File: config.mk
export PLATFORM = sky130hd
export DESIGN_NAME = pixel_color_sched
export DESIGN_NICKNAME = d
export VERILOG_FILES = /design/src/rtl/pixel_color_sched.sv
export SDC_FILE = /design/constraint.sdc
export NUM_CORES = 1
export LEC_CHECK = 0
export BUFFER_PORTS_ARGS = -buffer_cell sky130_fd_sc_hd__clkbuf_2
export CORE_UTILIZATION = 52
export DETAILED_ROUTE_END_ITERATION = 12
export PLACE_DENSITY = 0.77
export SYNTH_ARGS = -nofsm -noshare
export SYNTH_HDL_FRONTEND = slang
export SYNTH_SLANG_ARGS = --single-unit
File: constraint.sdc
create_clock -name clk -period 2.2 [get_ports clk]
set_input_delay 0.11 -clock clk [delete_from_list [all_inputs] [get_ports clk]]
set_output_delay 0.11 -clock clk [all_outputs]
set_load 0.005 [all_outputs]
File: src/rtl/pixel_color_sched.sv
// Purpose : round-robin scheduler that feeds per-pixel iteration counts to an external
//           colormap and queues the returned colours with their framebuffer addresses.
// Latency : grant -> colormap (CM_LAT cycles) -> FIFO push; out_valid one cycle after push.
// Backpr. : grants are credit-limited (fifo_count + inflight < FIFO_DEPTH), never gated by out_ready.
//
// Ports:
//   clk, rst_n                  clock, async active-low reset
//   req_valid/req_ready         per-requester handshake (at most one ready bit per cycle)
//   req_iter/req_addr           packed per-requester iteration count and pixel address
//   cm_iter_count/cm_max_iter/cm_valid_in   lookup request to the colormap
//   cm_rgb565/cm_valid_out      colormap result, CM_LAT cycles after cm_valid_in
//   out_valid/out_ready/out_rgb565/out_addr coloured pixel stream (FIFO head)
//   cfg_max_iter/cfg_we/cfg_busy           max_iter update; busy while draining lookups
module pixel_color_sched #(
  parameter int N_REQ        = 4,
  parameter int ITER_W       = 16,
  parameter int ADDR_W       = 17,
  parameter int FIFO_DEPTH   = 4,
  parameter int CM_LAT       = 1,
  parameter int DEF_MAX_ITER = 256
) (
  input  logic                      clk,
  input  logic                      rst_n,
  input  logic [N_REQ-1:0]          req_valid,
  output logic [N_REQ-1:0]          req_ready,
  input  logic [N_REQ*ITER_W-1:0]   req_iter,
  input  logic [N_REQ*ADDR_W-1:0]   req_addr,
  output logic [ITER_W-1:0]         cm_iter_count,
  output logic [ITER_W-1:0]         cm_max_iter,
  output logic                      cm_valid_in,
  input  logic [15:0]               cm_rgb565,
  input  logic                      cm_valid_out,
  output logic                      out_valid,
  input  logic                      out_ready,
  output logic [15:0]               out_rgb565,
  output logic [ADDR_W-1:0]         out_addr,
  input  logic [ITER_W-1:0]         cfg_max_iter,
  input  logic                      cfg_we,
  output logic                      cfg_busy
);

  localparam int PTR_W  = (N_REQ > 1) ? $clog2(N_REQ) : 1;
  localparam int FPTR_W = (FIFO_DEPTH > 1) ? $clog2(FIFO_DEPTH) : 1;
  localparam int CNT_W  = $clog2(FIFO_DEPTH + 1);
  localparam int INF_W  = $clog2(CM_LAT + 1);

  typedef enum logic [0:0] {
    ST_RUN   = 1'b0,
    ST_DRAIN = 1'b1
  } state_t;

  state_t              state, state_nxt;
  logic [PTR_W-1:0]    rr_ptr;
  logic [INF_W-1:0]    inflight;
  logic [CNT_W-1:0]    fifo_count;
  logic [FPTR_W-1:0]   wr_ptr, rd_ptr;
  logic [ITER_W-1:0]   max_iter, pend_max_iter;
  logic                pend_ld, max_ld;

  logic [15:0]         fifo_rgb  [FIFO_DEPTH];
  logic [ADDR_W-1:0]   fifo_addr [FIFO_DEPTH];

  logic [ADDR_W-1:0]   dly_addr [CM_LAT];
  logic [CM_LAT-1:0]   dly_vld;

  logic                gnt_found;
  logic [PTR_W-1:0]    gnt_idx;
  logic [31:0]         occ;
  logic                credit_ok;
  logic                grant;
  logic [ADDR_W-1:0]   gnt_addr;
  logic                ret;
  logic                push, pop;

  // ---------------------------------------------------------------------------
  // Round-robin search: first valid requester at or above rr_ptr, wrapping.
  // ---------------------------------------------------------------------------
  always_comb begin
    int j;
    j         = 0;
    gnt_found = 1'b0;
    gnt_idx   = '0;
    for (int k = 0; k < N_REQ; k++) begin
      j = int'(rr_ptr) + k;
      if (j >= N_REQ) j = j - N_REQ;
      if (!gnt_found && req_valid[PTR_W'(j)]) begin
        gnt_found = 1'b1;
        gnt_idx   = PTR_W'(j);
      end
    end
  end

  // Lookups in flight will land in the FIFO unconditionally, so they are
  // reserved against its capacity before a new grant is allowed.
  assign occ       = 32'(fifo_count) + 32'(inflight);
  assign credit_ok = (occ < 32'(FIFO_DEPTH));

  // rst_n gates the grant so nothing is accepted while reset is held.
  assign grant     = rst_n && (state == ST_RUN) && credit_ok && gnt_found;
  assign gnt_addr  = req_addr[int'(gnt_idx)*ADDR_W +: ADDR_W];

  assign req_ready     = grant ? (N_REQ'(1) << gnt_idx) : '0;
  assign cm_valid_in   = grant;
  assign cm_iter_count = grant ? req_iter[int'(gnt_idx)*ITER_W +: ITER_W] : '0;
  assign cm_max_iter   = max_iter;

  // ---------------------------------------------------------------------------
  // Address delay line, aligned with the colormap return. The valid bit lets a
  // stray cm_valid_out (e.g. a lookup issued before a reset) be ignored.
  // ---------------------------------------------------------------------------
  always_ff @(posedge clk or negedge rst_n) begin
    if (!rst_n) begin
      dly_vld <= '0;
      for (int k = 0; k < CM_LAT; k++) dly_addr[k] <= '0;
    end else begin
      dly_vld[0]  <= grant;
      dly_addr[0] <= gnt_addr;
      for (int k = 1; k < CM_LAT; k++) begin
        dly_vld[k]  <= dly_vld[k-1];
        dly_addr[k] <= dly_addr[k-1];
      end
    end
  end

  assign ret  = dly_vld[CM_LAT-1];
  assign push = cm_valid_out && ret;
  assign pop  = out_valid && out_ready;

  always_ff @(posedge clk or negedge rst_n) begin
    if (!rst_n) begin
      inflight <= '0;
    end else begin
      case ({grant, ret})
        2'b10:   inflight <= inflight + INF_W'(1);
        2'b01:   inflight <= inflight - INF_W'(1);
        default: inflight <= inflight;
      endcase
    end
  end

  // ---------------------------------------------------------------------------
  // Output FIFO. Credit accounting guarantees a push never meets a full FIFO.
  // ---------------------------------------------------------------------------
  always_ff @(posedge clk) begin
    if (push) begin
      fifo_rgb[wr_ptr]  <= cm_rgb565;
      fifo_addr[wr_ptr] <= dly_addr[CM_LAT-1];
    end
  end

  always_ff @(posedge clk or negedge rst_n) begin
    if (!rst_n) begin
      wr_ptr     <= '0;
      rd_ptr     <= '0;
      fifo_count <= '0;
    end else begin
      if (push) wr_ptr <= (wr_ptr == FPTR_W'(FIFO_DEPTH-1)) ? '0 : wr_ptr + FPTR_W'(1);
      if (pop)  rd_ptr <= (rd_ptr == FPTR_W'(FIFO_DEPTH-1)) ? '0 : rd_ptr + FPTR_W'(1);
      case ({push, pop})
        2'b10:   fifo_count <= fifo_count + CNT_W'(1);
        2'b01:   fifo_count <= fifo_count - CNT_W'(1);
        default: fifo_count <= fifo_count;
      endcase
    end
  end

  assign out_valid  = (fifo_count != '0);
  assign out_rgb565 = fifo_rgb[rd_ptr];
  assign out_addr   = fifo_addr[rd_ptr];

  // ---------------------------------------------------------------------------
  // Arbitration pointer
  // ---------------------------------------------------------------------------
  always_ff @(posedge clk or negedge rst_n) begin
    if (!rst_n) begin
      rr_ptr <= '0;
    end else if (grant) begin
      rr_ptr <= (gnt_idx == PTR_W'(N_REQ-1)) ? '0 : gnt_idx + PTR_W'(1);
    end
  end

  // ---------------------------------------------------------------------------
  // Config FSM: stop issuing, wait for outstanding lookups to return, then swap
  // max_iter. The FIFO keeps draining meanwhile; its contents are already coloured.
  // ---------------------------------------------------------------------------
  always_comb begin
    state_nxt = state;
    pend_ld   = 1'b0;
    max_ld    = 1'b0;
    case (state)
      ST_RUN: begin
        if (cfg_we) begin
          state_nxt = ST_DRAIN;
          pend_ld   = 1'b1;
        end
      end
      ST_DRAIN: begin
        if (cfg_we) begin
          pend_ld = 1'b1;
        end else if (inflight == '0) begin
          state_nxt = ST_RUN;
          max_ld    = 1'b1;
        end
      end
      default: state_nxt = ST_RUN;
    endcase
  end

  always_ff @(posedge clk or negedge rst_n) begin
    if (!rst_n) begin
      state         <= ST_RUN;
      pend_max_iter <= ITER_W'(DEF_MAX_ITER);
      max_iter      <= ITER_W'(DEF_MAX_ITER);
    end else begin
      state <= state_nxt;
      if (pend_ld) pend_max_iter <= cfg_max_iter;
      if (max_ld)  max_iter      <= pend_max_iter;
    end
  end

  assign cfg_busy = (state == ST_DRAIN);

endmodule

==> summary.md, run 1 <==
| Metric | Value |
|---|---|
| Worst path arrival time | 2.19 ns |
| Actual slew at the worst max-slew pin | 0.781 ns |
| Syn_nets | 632 |
| Final setup TNS | -0.755 ns |
| Initial Utilization | 0.536 |
| CTS tree | yes |
| CP Max Fanout | 6 |
| Inserted Clock Buffers | 17 |
| Dpl cells | 900 |
| Drt pass-1 iters | 4 |
| RSZ-0062 raised after global routing | yes |
| Psw | 0.00359 W |
| Area grow syn2layout | 40.9% |
| Vias | 5374 |
| First-pass GRT wire length | 29.8 mm |
| CP max stage cell | dfrtp_2 |
| Max Buffers Root-to-Sink | 2 |
| Violated checks | setup timing |
| Mux contribution to synthesized area | 0.242 |
| Maximum clock rate | 434 MHz |
| Vias in the first global route | 5748 |
| Switch share | 0.287 |
| Place WS | 0.145 ns |
| All-layer global routing usage | 0.252 |
| IO Pins | 245 |
| Grt ovf | 0 |
| Synth Flop Type | edfxtp_1 |
| Synthesis warning total | 0 |
| Cell Pwr Density | 1090 mW/mm^2 |
| Layout cell share with drive strength beyond 1 | 0.515 |
| Clk_lat worst skew | 0.42 ns |
| Worst hold path class | input pin to flop |
| Run status | finished, violations left |
| Clock power share | 0.262 |
| Count leader, synth | edfxtp_1 |
| CP Capture Type | primary output |
| GP Congestion | 0.880 |
| Die Height | 127 microns |
| Post-route setup slack | -0.102 ns |
| MaxCap Viol Count | 0 |
| Final Max Slew Viols | 0 |
| Cell Rows | 45 |
| Netlist cell types | 35 |
| Crit Path Category | flop to primary output |
| DRT Wirelength | 19.7 mm |
| Die area | 0.0162 sq mm |
| Die X | 127 microns |
| Top cell type's share of synthesized area | 0.485 |
| Comb power frac | 0.340 |
| Sequential share of the synthesized area | 0.672 |
| H-tree level count | 4 |
| Iteration-0 DRC Markers | 233 |
| Number of synthesized flops with an enable pin | 132 |
| Syn Std Cell Area | 0.00818 sq mm |
| Vias per cell | 5.26 |
| Post-DP HPWL | 12.8 mm |
| Worst Path Required | 2.09 ns |
| Top cells by count, synth | edfxtp_1 (132), mux2i_1 (84), dfrtp_1 (59) |
| Adder-cell share of the synthesized area | 0.0177 |
| Synth Register Bits | 193 |
| Initial antenna violation count | 2 |
| CP bufs+invs | 3 |
| Layout Nets | 980 |
| Clock sinks | 193 |
| Max VDD drop | 0.568 mV |
| DR WL/cell | 19.3 microns |
| Crit path max-delay family | multiplexers |
| Post-synth ARST share | 0.316 |
| Crit path largest cell delay | 0.46 ns |
| Leading area contributor after synthesis | edfxtp_1 |
| Compound-cell area share of the yosys netlist | 0.0194 |
| Core region area | 0.0153 sq mm |
| Main combinational cell family by area after synthesis | multiplexers |
| Clk_skew | 0.00502 ns |
| Final hold viol count | 0 |
| Post-Synth Simple-Gate Area | 0.0217 |
| Cells after Synth | 448 |
| Post-route minimum period | 2.30 ns |
| Leak | 4.92 nW |
| Post-DRT Antenna Nets | 0 |
| # port buffers | 244 |
| Worst-path cell chain | mux2i_4 -> a211oi_4 -> buf_6 -> buf_12 -> mux2i_1 -> o22ai_1 -> clkbuf_2 |
| Finish-stage setup viols | 18 |
| Post-Synth XOR/XNOR Area | 0.00535 |
| Period utilisation layout | 1.05 |
| Syn_area_per_cell | 18.3 sq um |
| Design internal power | 0.00892 W |
| Sequential Power Share | 0.398 |
| Post-Layout Cell Count | 1021 |
| Top post-synthesis cells by area | edfxtp_1 (48%), dfrtp_1 (18%), mux2i_1 (10%), mux4_2 (9.1%), mux2_2 (4.8%) |
| DR DRC count | 0 |
| Startpoint types | flop |
| Largest net degree at the start of global routing | 62 |
| Slew margin rel. | 0.480 |
| Root Driver | clkbuf_16 |
| Worst-path clk slew | 0.07 ns |
[state kept, by name, summed over array words and instances, names as in the netlist]
signal,count
dly_vld,1
rd_ptr,2
fifo_addr,68
rr_ptr,2
dly_addr,17
fifo_rgb,64
pend_max_iter,16
inflight,1
wr_ptr,2
cfg_busy,1
fifo_count,3
cm_max_iter,16
[layout make-up]
type,count,area [sq um]
inverters,8,40.0
fillers,893,3730
clock buffers,21,526
multi-input cells,223,2660
diodes,1,2.50
flip-flops and latches,193,5500
well taps,211,264
clock inverters,11,130
repair buffers,353,2400
[cell usage in the layout (no fill, tap or decap), types with 4 or more instances in the layout]
cell type	n
dfrtp_1	57
buf_6	6
and3_2	4
nand2_1	5
clkbuf_2	238
ha_1	7
nor2_1	5
buf_12	5
mux2_2	35
edfxtp_1	132
inv_6	4
mux4_2	33
o22ai_1	16
clkbuf_16	24
dlygate4sd3_1	69
mux2i_2	5
mux2i_1	76
buf_4	25
inv_1	6
[stage by stage]
stage               hold slack [ns]   util  total power, W  area [sq um]
floorplan                    -0.186      -         0.00720          8180
finish                       0.0254  0.755          0.0125         11500
detailed placement            0.334  0.637         0.00857          9720
global placement              0.326  0.637         0.00842          9720
CTS                        0.000311  0.738          0.0123         11300
global route                 0.0264  0.755          0.0131         11500
[kinds of logic after synthesis]
family          count (synthesis)
flops                         193
mux                           152
buf+inv                        32
simple gates                   31
compound gates                 24
fa+ha+maj                      11
xor+xnor                        5
[timing repair]
action | CTS | global route
cloned | 3 | 3
gates resized for setup | 21 | 41
setup endpoints to repair | 20 | 20
buffers inserted | 5 | 10
hold buffers | 69 | 0
hold endpoints to repair | 150 | 0
pin swaps | 2 | 7
[worst paths after layout]
path	start	cells after the start	endpoint	slack, ns
max	rr_ptr[1]	7	cm_iter_count[6]	-0.10
min	req_addr[21]	3	dly_addr[4]	0.03
max reg2reg	fifo_count[1]	7	fifo_count[1]	0.14
min reg2reg	dly_addr[7]	0	fifo_addr[3][7]	0.49
max in group asynchronous	rst_n	3	rr_ptr[1]	1.18
min in group asynchronous	rst_n	3	cm_max_iter[13]	0.46
[worst min-delay path, stage by stage]
cell	delay, ns
clkbuf_2	0.08
mux2i_1	0.06
mux2i_1	0.14
[layer usage]
metal	vias to the layer above	part of all wire	track usage
met5	-	0.00066	0
met4	2	0.048	0.132
met3	59	0.053	0.0565
met2	229	0.53	0.449
met1	2631	0.37	0.283
li1	2453	-	-
[power groups by stage]
| stage | sequential, W | combinational (W) | clock, W |
|---|---|---|---|
| finish | 0.00499 | 0.00426 | 0.00328 |
| global route | 0.00507 | 0.00456 | 0.00347 |
| CTS | 0.00498 | 0.00396 | 0.00333 |
| detailed placement | 0.00504 | 0.00353 | 0 |
| global placement | 0.00499 | 0.00343 | 0 |
| floorplan | 0.00488 | 0.00232 | 0 |
(Power assumes the default switching activity.)
==> inputs of run 2 (changes only) <==
--- a/config.mk
+++ b/config.mk
@@ -9,6 +9,7 @@
 export CORE_UTILIZATION = 52
 export DETAILED_ROUTE_END_ITERATION = 12
 export PLACE_DENSITY = 0.77
+export RECOVER_POWER = 100
 export SYNTH_ARGS = -nofsm -noshare
 export SYNTH_HDL_FRONTEND = slang
 export SYNTH_SLANG_ARGS = --single-unit
==> run 2 against run 1 <==
  * The flow finishes with violations (capacitance limit, slew limit, setup timing)
  * Sequential share of layout area rose by 0.29 points
  * Non-clock buffer count unchanged
  * Combinational power decreased by 0.9%
  * Clock power barely moved
  * Setup slack worse by 0.00095 ns
  * Clock skew is 0.00052 ns higher
  * Fmax about the same
  * Register-to-register slack hardly changed
  * Core utilization decreased by 0.45 points
  * Sequential cell count unchanged
  * Die area is the same
  * Via count hardly changed
  * Critical path type unchanged
  * Largest cell class unchanged
==> summary.md, run 2 (synthesized netlist as in run 1, its figures left out) <==
| Metric | Value |
|---|---|
| Biggest regs | fifo_addr (68), fifo_rgb (64), dly_addr (17) |
| Cell Rows | 45 |
| Initial antenna violation count | 2 |
| Met3 GRT Util | 0.0565 |
| MaxCap Viol Count | 1 |
| Drt pass-1 iters | 4 |
| Core region area | 0.0153 sq mm |
| Commonest non-fill, non-tap cells in the layout | clkbuf_2 (217), edfxtp_1 (132), mux2i_1 (76), dlygate4sd3_1 (69), dfrtp_1 (57) |
| Slew margin rel. | -0.0104 |
| IO Pins | 245 |
| Leading cell type in the layout, fill and taps excluded | clkbuf_2 |
| Worst path arrival time | 2.19 ns |
| Vias in the first global route | 5748 |
| H-tree level count | 4 |
| Actual slew at the worst max-slew pin | 1.52 ns |
| DRT Wirelength | 19.7 mm |
| Startpoint types | flop |
| Clk_lat worst skew | 0.42 ns |
| DR DRC count | 0 |
| Area grow syn2layout | 40.0% |
| DR WL/cell | 19.3 microns |
| Worst Path Required | 2.09 ns |
| Worst-path clk slew | 0.07 ns |
| Post-route minimum period | 2.30 ns |
| Die X | 127 microns |
| Clock sinks | 193 |
| First-pass GRT wire length | 29.8 mm |
| Post-DRT Antenna Nets | 0 |
| Final core occ | 0.751 |
| Vias per cell | 5.26 |
| Layout cell share with drive strength beyond 1 | 0.472 |
| Final hold viol count | 0 |
| CTS tree | yes |
| Post-DP HPWL | 12.8 mm |
| Maximum clock rate | 434 MHz |
| Post-route setup slack | -0.103 ns |
| Worst R2R Setup Slack | 0.14 ns |
| Cell Pwr Density | 1090 mW/mm^2 |
| Leak | 4.82 nW |
| Vias | 5375 |
| Period utilisation layout | 1.05 |
| Worst hold path class | input pin to flop |
| Crit Path Category | flop to primary output |
| Grt ovf | 0 |
| Reg with most FFs | fifo_addr |
| Root Driver | clkbuf_16 |
| CP Max Fanout | 6 |
| Iteration-0 DRC Markers | 237 |
| Max VDD drop | 0.566 mV |
| Run status | finished, violations left |
| Die area | 0.0162 sq mm |
| Met1 Usage GRT | 0.283 |
| RSZ-0062 raised after global routing | yes |
| Final Max Slew Viols | 62 |
| Global routing usage on met2 | 0.449 |
| Largest net degree at the start of global routing | 62 |
| Multi-input logic area | 0.00266 sq mm |
| GRT busiest layer | met2 |
| Layout Nets | 980 |
| FILL cells | 921 |
| GP Congestion | 0.880 |
| All-layer global routing usage | 0.252 |
| CP Capture Type | primary output |
| Finish-stage setup viols | 18 |
| Inserted Clock Buffers | 17 |
| Fin Hold WS | 0.0263 ns |
| # port buffers | 244 |
| Sequential Area | 0.00550 sq mm |
| Violated checks | capacitance limit, slew limit, setup timing |
| Max reg flops | 68 |
| Clk_skew | 0.00554 ns |
| Max Buffers Root-to-Sink | 2 |
| Die Height | 127 microns |
| Initial Utilization | 0.536 |
run 2: cell types whose count changed in the layout (fill, tap and decap cells not counted), sizes merged:
cell | before | now
buf | 42 | 32
clkbuf | 262 | 272
run 2: report_power, final:
part | total (W) | internal [W] | switching (W)
clock network | 0.00327 | 0.00197 | 0.00131
logic | 0.00422 | 0.00237 | 0.00185
registers | 0.00498 | 0.00455 | 0.000432
total | 0.0125 | 0.00889 | 0.00359
run 2: what timing repair did:
action / in CTS / in global routing
pin swaps: 2 / 7
endpoints found under the hold margin: 150 / 0
gates resized for setup: 21 / 41
hold buffers: 69 / 0
endpoints found under the setup margin: 20 / 20
buffers inserted: 5 / 10
gates cloned: 3 / 3
run 2: final timing paths:
check,endpoint,cells after the start,from
max in group asynchronous,rr_ptr[1],3,rst_n
min in group asynchronous,cm_max_iter[13],3,rst_n
worst min register to register,fifo_addr[3][7],0,dly_addr[7]
worst max register to register,fifo_count[1],7,fifo_count[1]
worst max-delay path,cm_iter_count[6],7,rr_ptr[1]
worst min-delay path,dly_addr[4],3,req_addr[21]
run 2: stage by stage:
| stage | instances | TNS (ns) | area (sq um) | setup WS, ns | power, W |
|---|---|---|---|---|---|
| after floorplan | 448 | 0 | 8180 | 0.264 | 0.00720 |
| after global placement | 900 | 0 | 9720 | 0.259 | 0.00842 |
| after detailed placement | 900 | 0 | 9720 | 0.145 | 0.00857 |
| after CTS | 1009 | -1.40 | 11300 | -0.104 | 0.0123 |
| after global routing | 1021 | -2.53 | 11500 | -0.165 | 0.0131 |
| final | 1021 | -0.764 | 11500 | -0.103 | 0.0125 |
run 2: final cells by class:
cell class,instances,area share
timing repair buffer,353,0.204
clock buffer,21,0.0459
tap,211,0.0230
antenna,1,0.000218
multi-input combinational,223,0.232
clock inverter,11,0.0114
inverter,8,0.00350
sequential,193,0.480
run 2: critical path: stages, from the launching register on:
cell and delay [ns]:
dfrtp_2 0.46, mux2i_4 0.21, a211oi_4 0.25, buf_6 0.16, buf_12 0.13, mux2i_1 0.30
o22ai_1 0.13, clkbuf_2 0.12
run 2: metal layers:
layer | wire [microns] | share of wire
met1 | 7180 | 0.36
met2 | 10500 | 0.53
met3 | 1030 | 0.052
met4 | 947 | 0.048
met5 | 13 | 0.00066
==> inputs of run 3 (changes only) <==
==> constraint.sdc (replaced) <==
create_clock -name clk -period 2.2 [get_ports clk]
set_input_delay 0.44 -clock clk [delete_from_list [all_inputs] [get_ports clk]]
set_output_delay 0.44 -clock clk [all_outputs]
set_load 0.005 [all_outputs]
==> run 3 against run 2 <==
  * The run still ends with capacitance limit, slew limit, setup timing left
  * Highest routed layer is now met4
  * Sequential power about the same
  * Largest power group unchanged
  * Design area decreased by 7.5%
  * Non-clock buffer count decreased by 60
==> summary.md, run 3 (synthesized netlist as in run 1, its figures left out) <==
| Metric | Value |
|---|---|
| Clk_lat worst skew | 0.42 ns |
| Area grow syn2layout | 29.5% |
| Reg with most FFs | fifo_addr |
| Layout Nets | 920 |
| Clock power share | 0.238 |
| Finish-stage setup viols | 21 |
| Cell Pwr Density | 1120 mW/mm^2 |
| Post-route setup slack | -0.416 ns |
| Root Driver | clkbuf_16 |
| Slew margin rel. | -0.0165 |
| IO Pins | 245 |
| Psw | 0.00340 W |
| RSZ-0062 raised after global routing | yes |
| First-pass GRT wire length | 27.0 mm |
| Post-DP HPWL | 13.0 mm |
| Violated checks | capacitance limit, slew limit, setup timing |
| Design internal power | 0.00846 W |
| Leak | 4.48 nW |
| Worst Path Required | 1.76 ns |
| CP Max Fanout | 6 |
| H-tree level count | 4 |
| Final hold viol count | 0 |
| Vias in the first global route | 5242 |
| Final Max Slew Viols | 62 |
| Max reg flops | 68 |
| Worst path arrival time | 2.18 ns |
| Cell Rows | 45 |
| Initial Utilization | 0.536 |
| GP Congestion | 0.948 |
| Startpoint types | flop |
| Period utilisation layout | 1.19 |
| Switch share | 0.287 |
| Actual slew at the worst max-slew pin | 1.52 ns |
| Sequential Area | 0.00550 sq mm |
| Overall power | 0.0119 W |
| Layout cell share with drive strength beyond 1 | 0.499 |
| Run status | finished, violations left |
| Worst-path cell chain | mux2i_2 -> a211oi_4 -> buf_4 -> buf_12 -> mux2i_1 -> o22ai_1 -> clkbuf_2 |
| CP Capture Type | primary output |
| Final core occ | 0.694 |
| Maximum clock rate | 382 MHz |
| Die area | 0.0162 sq mm |
| Largest net degree at the start of global routing | 62 |
| CP max stage cell | dfrtp_2 |
| Max Buffers Root-to-Sink | 2 |
| Inserted Clock Buffers | 17 |
| DR WL/cell | 18.7 microns |
| CP bufs+invs | 3 |
| Drt pass-1 iters | 4 |
| Core region area | 0.0153 sq mm |
| Post-DRT Antenna Nets | 0 |
| Max VDD drop | 0.677 mV |
| CTS tree | yes |
| Crit Path Category | flop to primary output |
| FILL cells | 1047 |
| # port buffers | 244 |
| Die X | 127 microns |
| Grt ovf | 0 |
| All-layer global routing usage | 0.226 |
| Multi-input logic area | 0.00255 sq mm |
| Worst hold path class | input pin to flop |
| Crit path largest cell delay | 0.45 ns |
| Vias | 5032 |
| Comb power frac | 0.345 |
| DR DRC count | 0 |
| Clock sinks | 193 |
| Iteration-0 DRC Markers | 255 |
| Die Height | 127 microns |
| Biggest regs | fifo_addr (68), fifo_rgb (64), dly_addr (17) |
| Worst-path clk slew | 0.07 ns |
| Leading cell type in the layout, fill and taps excluded | clkbuf_2 |
| Clk_skew | 0.00755 ns |
| DRT Wirelength | 18.0 mm |
| Vias per cell | 5.24 |
| Initial antenna violation count | 1 |
| MaxCap Viol Count | 1 |
| Post-route minimum period | 2.62 ns |
| Crit path max-delay family | multiplexers |
| Sequential Power Share | 0.417 |
| Commonest non-fill, non-tap cells in the layout | clkbuf_2 (215), edfxtp_1 (132), mux2i_1 (81), dfrtp_1 (56), clkbuf_1 (38) |
run 3: cell type report:
| cell class | instances | share of cell area |
|---|---|---|
| sequential | 193 | 0.519 |
| multi-input combinational | 223 | 0.241 |
| timing repair buffer | 293 | 0.161 |
| clock buffer | 21 | 0.0425 |
| tap | 211 | 0.0249 |
| clock inverter | 11 | 0.00850 |
| inverter | 8 | 0.00283 |
| antenna | 1 | 0.000236 |
run 3: final timing paths:
kind                                endpoint  cells past startpoint             start  slack, ns
max                         cm_iter_count[5]                      7         rr_ptr[1]      -0.42
min                        pend_max_iter[13]                      2  cfg_max_iter[13]       0.25
max reg2reg                  fifo_addr[1][1]                      4         wr_ptr[1]       0.15
min reg2reg                  fifo_addr[3][6]                      0       dly_addr[6]       0.49
max in group asynchronous          rr_ptr[0]                      2             rst_n       0.57
min in group asynchronous    cm_max_iter[14]                      2             rst_n       0.61
run 3: repair_timing:
item / CTS / global route
hold buffers: 0 / 0
buffers inserted: 5 / 7
pin swaps: 0 / 4
gates cloned: 1 / 3
setup endpoints to repair: 49 / 49
gates resized for setup: 4 / 26
run 3: layer usage:
layer | vias up | track usage | part of all wire
met4 | 0 | 0.0980 | 0.031
met2 | 187 | 0.398 | 0.53
li1 | 2333 | - | -
met5 | - | 0 | 0
met3 | 34 | 0.0448 | 0.048
met1 | 2478 | 0.270 | 0.39
run 3: power groups by stage:
stage | Sequential [W] | Clock (W) | Combinational [W]
final | 0.00495 | 0.00282 | 0.00409
after global routing | 0.00502 | 0.00299 | 0.00443
after CTS | 0.00495 | 0.00287 | 0.00392
after detailed placement | 0.00505 | 0 | 0.00370
after global placement | 0.00499 | 0 | 0.00360
after floorplan | 0.00488 | 0 | 0.00232
run 3: metrics by stage:
stage | setup slack [ns] | hold slack [ns] | setup TNS, ns | instances | area (sq um)
after floorplan | 0.0901 | 0.144 | 0 | 448 | 8180
after global routing | -0.479 | 0.246 | -9.83 | 961 | 10600
after global placement | -0.0206 | 0.465 | -0.0273 | 913 | 9870
after detailed placement | -0.0539 | 0.480 | -0.466 | 913 | 9870
final | -0.416 | 0.254 | -7.57 | 961 | 10600
after CTS | -0.428 | 0.222 | -7.73 | 951 | 10500
